===== src/rtl/vanilla_sb_clear_scheduler.sv =====
// Arbitrates writeback scoreboard-clear requests onto one int and one float clear port per cycle.
// Define VANILLA_SB_CLEAR_SCHED_FIXED_PRIO_EN for fixed-priority (lowest index wins) arbitration.
module vanilla_sb_clear_scheduler #(
  parameter int unsigned num_src_p        = 3,
  parameter int unsigned reg_addr_width_p = 5,
  parameter int unsigned count_width_p    = 32
) (
  input  logic                                  clk_i,
  input  logic                                  reset_i,
  input  logic [num_src_p-1:0]                  src_v_i,
  input  logic [num_src_p-1:0]                  src_float_i,
  input  logic [num_src_p*reg_addr_width_p-1:0] src_id_i,
  output logic [num_src_p-1:0]                  src_yumi_o,
  input  logic                                  stall_all_i,
  output logic                                  int_sb_clear_o,
  output logic [reg_addr_width_p-1:0]           int_sb_clear_id_o,
  output logic                                  float_sb_clear_o,
  output logic [reg_addr_width_p-1:0]           float_sb_clear_id_o,
  output logic [count_width_p-1:0]              int_clear_count_o,
  output logic [count_width_p-1:0]              float_clear_count_o
);

  localparam int unsigned PtrW  = (num_src_p > 1) ? $clog2(num_src_p) : 1;
  localparam int unsigned PtrW1 = PtrW + 1;
  localparam logic [PtrW:0]   NumSrcW = PtrW1'(num_src_p);
  localparam logic [PtrW-1:0] LastIdx = PtrW'(num_src_p - 1);

  typedef struct packed {
    logic            v;
    logic [PtrW-1:0] idx;
  } pick_t;

  // First requester at or after ptr, searching upward and wrapping past the last source.
  function automatic pick_t rr_pick(input logic [num_src_p-1:0] req, input logic [PtrW-1:0] ptr);
    pick_t         res;
    logic [PtrW:0] cand;
    res = '0;
    for (int unsigned k = 0; k < num_src_p; k++) begin
      cand = {1'b0, ptr} + PtrW1'(k);
      if (cand >= NumSrcW) cand = cand - NumSrcW;
      if (!res.v && req[cand[PtrW-1:0]]) begin
        res.v   = 1'b1;
        res.idx = cand[PtrW-1:0];
      end
    end
    return res;
  endfunction

  function automatic logic [reg_addr_width_p-1:0] id_sel(
    input logic [num_src_p*reg_addr_width_p-1:0] ids,
    input logic [PtrW-1:0]                       idx
  );
    logic [reg_addr_width_p-1:0] res;
    res = '0;
    for (int unsigned i = 0; i < num_src_p; i++) begin
      if (idx == PtrW'(i)) res = ids[i*reg_addr_width_p +: reg_addr_width_p];
    end
    return res;
  endfunction

  logic [num_src_p-1:0] int_req, float_req;
  pick_t                int_pick, float_pick;
  logic                 grant_en, int_gnt, float_gnt;

`ifdef VANILLA_SB_CLEAR_SCHED_FIXED_PRIO_EN
  always_comb begin
    int_pick   = rr_pick(int_req, '0);
    float_pick = rr_pick(float_req, '0);
  end
`else
  logic [PtrW-1:0] rr_int_q, rr_int_d, rr_float_q, rr_float_d;

  always_comb begin
    int_pick   = rr_pick(int_req, rr_int_q);
    float_pick = rr_pick(float_req, rr_float_q);
    rr_int_d   = rr_int_q;
    rr_float_d = rr_float_q;
    if (int_gnt) rr_int_d = (int_pick.idx == LastIdx) ? '0 : int_pick.idx + 1'b1;
    if (float_gnt) rr_float_d = (float_pick.idx == LastIdx) ? '0 : float_pick.idx + 1'b1;
  end

  always_ff @(posedge clk_i) begin
    if (reset_i) begin
      rr_int_q   <= '0;
      rr_float_q <= '0;
    end else begin
      rr_int_q   <= rr_int_d;
      rr_float_q <= rr_float_d;
    end
  end
`endif

  // Grants are suppressed during reset so a request in the reset cycle is never consumed.
  always_comb begin
    int_req    = src_v_i & ~src_float_i;
    float_req  = src_v_i & src_float_i;
    grant_en   = ~stall_all_i & ~reset_i;
    int_gnt    = int_pick.v & grant_en;
    float_gnt  = float_pick.v & grant_en;
    src_yumi_o = '0;
    if (int_gnt) src_yumi_o[int_pick.idx] = 1'b1;
    if (float_gnt) src_yumi_o[float_pick.idx] = 1'b1;
  end

  always_ff @(posedge clk_i) begin
    if (reset_i) begin
      int_sb_clear_o      <= 1'b0;
      int_sb_clear_id_o   <= '0;
      float_sb_clear_o    <= 1'b0;
      float_sb_clear_id_o <= '0;
      int_clear_count_o   <= '0;
      float_clear_count_o <= '0;
    end else begin
      int_sb_clear_o   <= int_gnt;
      float_sb_clear_o <= float_gnt;
      if (int_gnt) begin
        int_sb_clear_id_o <= id_sel(src_id_i, int_pick.idx);
        int_clear_count_o <= int_clear_count_o + count_width_p'(1);
      end
      if (float_gnt) begin
        float_sb_clear_id_o <= id_sel(src_id_i, float_pick.idx);
        float_clear_count_o <= float_clear_count_o + count_width_p'(1);
      end
    end
  end

endmodule


===== config.mk =====
export PLATFORM = sky130hd
export DESIGN_NAME = vanilla_sb_clear_scheduler
export DESIGN_NICKNAME = d
export VERILOG_FILES = /design/src/rtl/vanilla_sb_clear_scheduler.sv
export SDC_FILE = /design/constraint.sdc
export NUM_CORES = 1
export LEC_CHECK = 0
export CAP_MARGIN = 20
export CORE_UTILIZATION = 40
export CTS_CLUSTER_DIAMETER = 120
export CTS_CLUSTER_SIZE = 28
export DETAILED_ROUTE_END_ITERATION = 12
export PLACE_DENSITY = 0.66
export SYNTH_ARGS = -nofsm -noshare
export SYNTH_HDL_FRONTEND = slang
export SYNTH_SLANG_ARGS = --single-unit

===== constraint.sdc =====
create_clock -name clk_i -period 4 [get_ports clk_i]
set_input_delay 0.8 -clock clk_i [delete_from_list [all_inputs] [get_ports clk_i]]
set_output_delay 0.8 -clock clk_i [all_outputs]
set_load 0.02 [all_outputs]

==> impl_metrics.json <==
{
  "post-route-util": 0.557,
  "hold_buffers": 0,
  "fmax_mhz": 266,
  "clk_latency_ns": 0.35,
  "arrival_ns": 2.96,
  "synth-async-reset-ratio": 0,
  "rsz0062_at_grt": "no",
  "cts_tree": "built",
  "netlist_area_um2": 4370,
  "syn-num-nets": 559,
  "area_growth_pct": 33.4,
  "yosysSeqAreaShare": 0.367,
  "grt_pass1_vias": 4203,
  "pin_count": 103,
  "dp.final_hpwl_um": 9020,
  "reg2reg_setup_slack_ns": 1.00,
  "skew_ns": 0.00943,
  "antenna_left": 0,
  "route.detailed.drc": 0,
  "grtUsageTotal": 0.223,
  "cp.required_ns": 3.20,
  "antenna_found_initial": 0,
  "maxCapViolCount": 0,
  "nets": 666,
  "ys.flop_type": "dfxtp_1",
  "initial_utilization": 0.417,
  "htreeDepth": 3,
  "synth_area_leaders": "dfxtp_1 37%, xnor2_1 5.6%, a21oi_1 4.7%",
  "rr_startpoint": "rr_int_q[0]",
  "vias_per_cell": 5.74,
  "relSlewSlack": 0.462,
  "finalPower_mw": 1.81,
  "grt_max_degree": 62,
  "yosys.area.top_type": "dfxtp_1",
  "min_to": "float_clear_count_o[31]",
  "vdd_drop_max_v": 0.000219,
  "cts_buffers": 9,
  "vias": 4437,
  "cts.clk_slew.worst_paths_ns": 0.08,
  "core-area_um2": 10500,
  "synth_top_area_frac": 0.367,
  "status": "finished, final reports clean",
  "insertedDiodeCount": 0,
  "syn_inst": 525,
  "wl_per_cell_um": 16.1,
  "rr_endpoint": "int_clear_count_o[31]",
  "hold_path_depth": 1,
  "end_kind": "output port",
  "synth-seq-cells": 80,
  "setup_viol": 0,
  "yosys.cell_count.top_type": "dfxtp_1",
  "power.density_nw_per_um2": 311,
  "start_kind": "input pin",
  "worstHoldStart": "float_clear_count_o[31]",
  "drive_gt1_frac": 0.0769,
  "ys_types": 58,
  "leakage_nw": 1.91,
  "ys_top_cells_by_count": "80 x dfxtp_1, 48 x nand2_1, 41 x a21oi_1, 41 x nor2_1, 28 x xnor2_1",
  "critPathKind": "in -> out",
  "port_buffers": 102,
  "rows": 37,
  "die_area_um2": 11300,
  "synth_edf_count": 0,
  "finalCritPeriodShare": 0.940,
  "drtIter0Drc": 223,
  "drtPass1Iterations": 6,
  "worst_slew_pin_slew_ns": 0.807,
  "cts_resized": 4,
  "grt_overflow": 0,
  "finalHoldViolCount": 0,
  "n_fill_cell": 977,
  "fin_crit_ns": 3.76,
  "chipHeight_um": 106,
  "hp-class": "reg -> reg",
  "clockBufferDepth": 2,
  "drt-total-wl_um": 12400,
  "yosys_warnings": 0,
  "avgSynthCellArea_um2": 8.32,
  "gp_congestion": 0.912,
  "drv_slew": 0,
  "grt_pass1_wl_um": 20500,
  "cp_max_fo": 7,
  "cts_num_sinks": 80,
  "worst-r2r-cell-count": 8,
  "cts-root-buf": "clkbuf_8",
  "die_w_um": 106,
  "post_cts_buffers": 0
}
## cells in the final DEF (no fill, tap or decap), types with 4 or more instances in the layout
cell type | Yosys | routed
nand2_1 | 48 | 48
dfxtp_1 | 80 | 80
a211oi_1 | 13 | 13
nor4bb_1 | 4 | 4
o31ai_1 | 14 | 14
a31o_1 | 5 | 5
o21ai_1 | 11 | 10
clkdlybuf4s50_1 | 0 | 98
nor2_1 | 41 | 41
inv_1 | 16 | 16
or4_1 | 15 | 15
o21ai_0 | 8 | 8
and4_1 | 11 | 11
and3_1 | 7 | 7
nand3_1 | 22 | 22
xnor2_1 | 28 | 28
ha_1 | 10 | 10
a21oi_1 | 41 | 41
a2111oi_0 | 10 | 10
a31oi_1 | 9 | 9
clkbuf_8 | 0 | 10
a22oi_1 | 5 | 5
mux2i_1 | 5 | 5
o211ai_1 | 4 | 4
buf_4 | 0 | 23
nand2b_1 | 7 | 7
or3_1 | 11 | 11
nand4_1 | 22 | 22
## flip-flops by register name (all words and copies together) (netlist names)
signal and flops:
rr_int_q 2, int_sb_clear_id_o 5, float_sb_clear_id_o 5, float_clear_count_o 32, int_clear_count_o 32, int_sb_clear_o 1
rr_float_q 2, float_sb_clear_o 1
## area by class of cell
class / instances / area (um2) / area share
Sequential cell: 80 / 1600 / 0.275
Timing Repair Buffer: 125 / 1180 / 0.203
Multi-Input combinational cell: 399 / 2590 / 0.445
Inverter: 17 / 63.8 / 0.0110
Tap cell: 136 / 170 / 0.0292
Clock buffer: 13 / 149 / 0.0256
Clock inverter: 3 / 65.1 / 0.0112
## critical path, stage by stage
cell and delay, ns:
clkdlybuf4s50_1 0.59, or3b_1 0.39, a21oi_1 0.23, nor3_2 0.08, a21oi_1 0.20, buf_4 0.16, nand2_1 0.07, o21ai_0 0.08
dlygate4sd2_1 0.35
## per-layer routing
metal  vias to the layer above  wire [um]  global-route usage
met3                        14        740              0.0478
met2                       147       5940               0.383
met4                         0        161              0.0636
met1                      2077       5590               0.281
li1                       2199          -                   -
met5                         -          0                   0
## power by group
group / internal (mW) / switching (mW) / leakage [nW] / total, mW
sequential: 0.817 / 0.0155 / 0.647 / 0.833
combinational: 0.135 / 0.183 / 1.15 / 0.318
clock: 0.369 / 0.293 / 0.108 / 0.662
total: 1.32 / 0.492 / 1.91 / 1.81
## worst max path at each step
| stage | from | to | slack, ns | depth (start not counted) |
|---|---|---|---|---|
| 2_1_floorplan | src_v_i[1] | src_yumi_o[1] | 0.65 | 7 |
| 3_3_place_gp | src_v_i[0] | src_yumi_o[1] | 0.03 | 9 |
| 3_5_place_dp | src_v_i[0] | src_yumi_o[1] | -0.02 | 9 |
| 4_1_cts | src_v_i[0] | src_yumi_o[1] | 0.25 | 9 |
| 5_1_grt | src_v_i[0] | src_yumi_o[1] | 0.12 | 9 |
| 6_report | src_v_i[0] | src_yumi_o[1] | 0.24 | 9 |
## cells by family after synthesis
group	after synthesis	share of synthesized area
compound gates	139	0.217
fa+ha+maj	10	0.0287
flops	80	0.367
buf+inv	46	0.0418
mux	6	0.0140
xor+xnor	31	0.0622
simple gates	213	0.269
## per-stage QoR
stage | cell area, um2 | hold slack (ns) | setup TNS (ns) | std cells | setup slack, ns
after CTS | 5820 | 0.475 | 0 | 773 | 0.246
after floorplan | 4370 | 0.470 | 0 | 525 | 0.654
after detailed placement | 5610 | 0.458 | -0.0407 | 757 | -0.0227
final | 5820 | 0.470 | 0 | 773 | 0.239
after global routing | 5820 | 0.519 | 0 | 773 | 0.115
after global placement | 5610 | 0.450 | 0 | 757 | 0.0324
No activity file was read; power rests on OpenSTA's default activity.
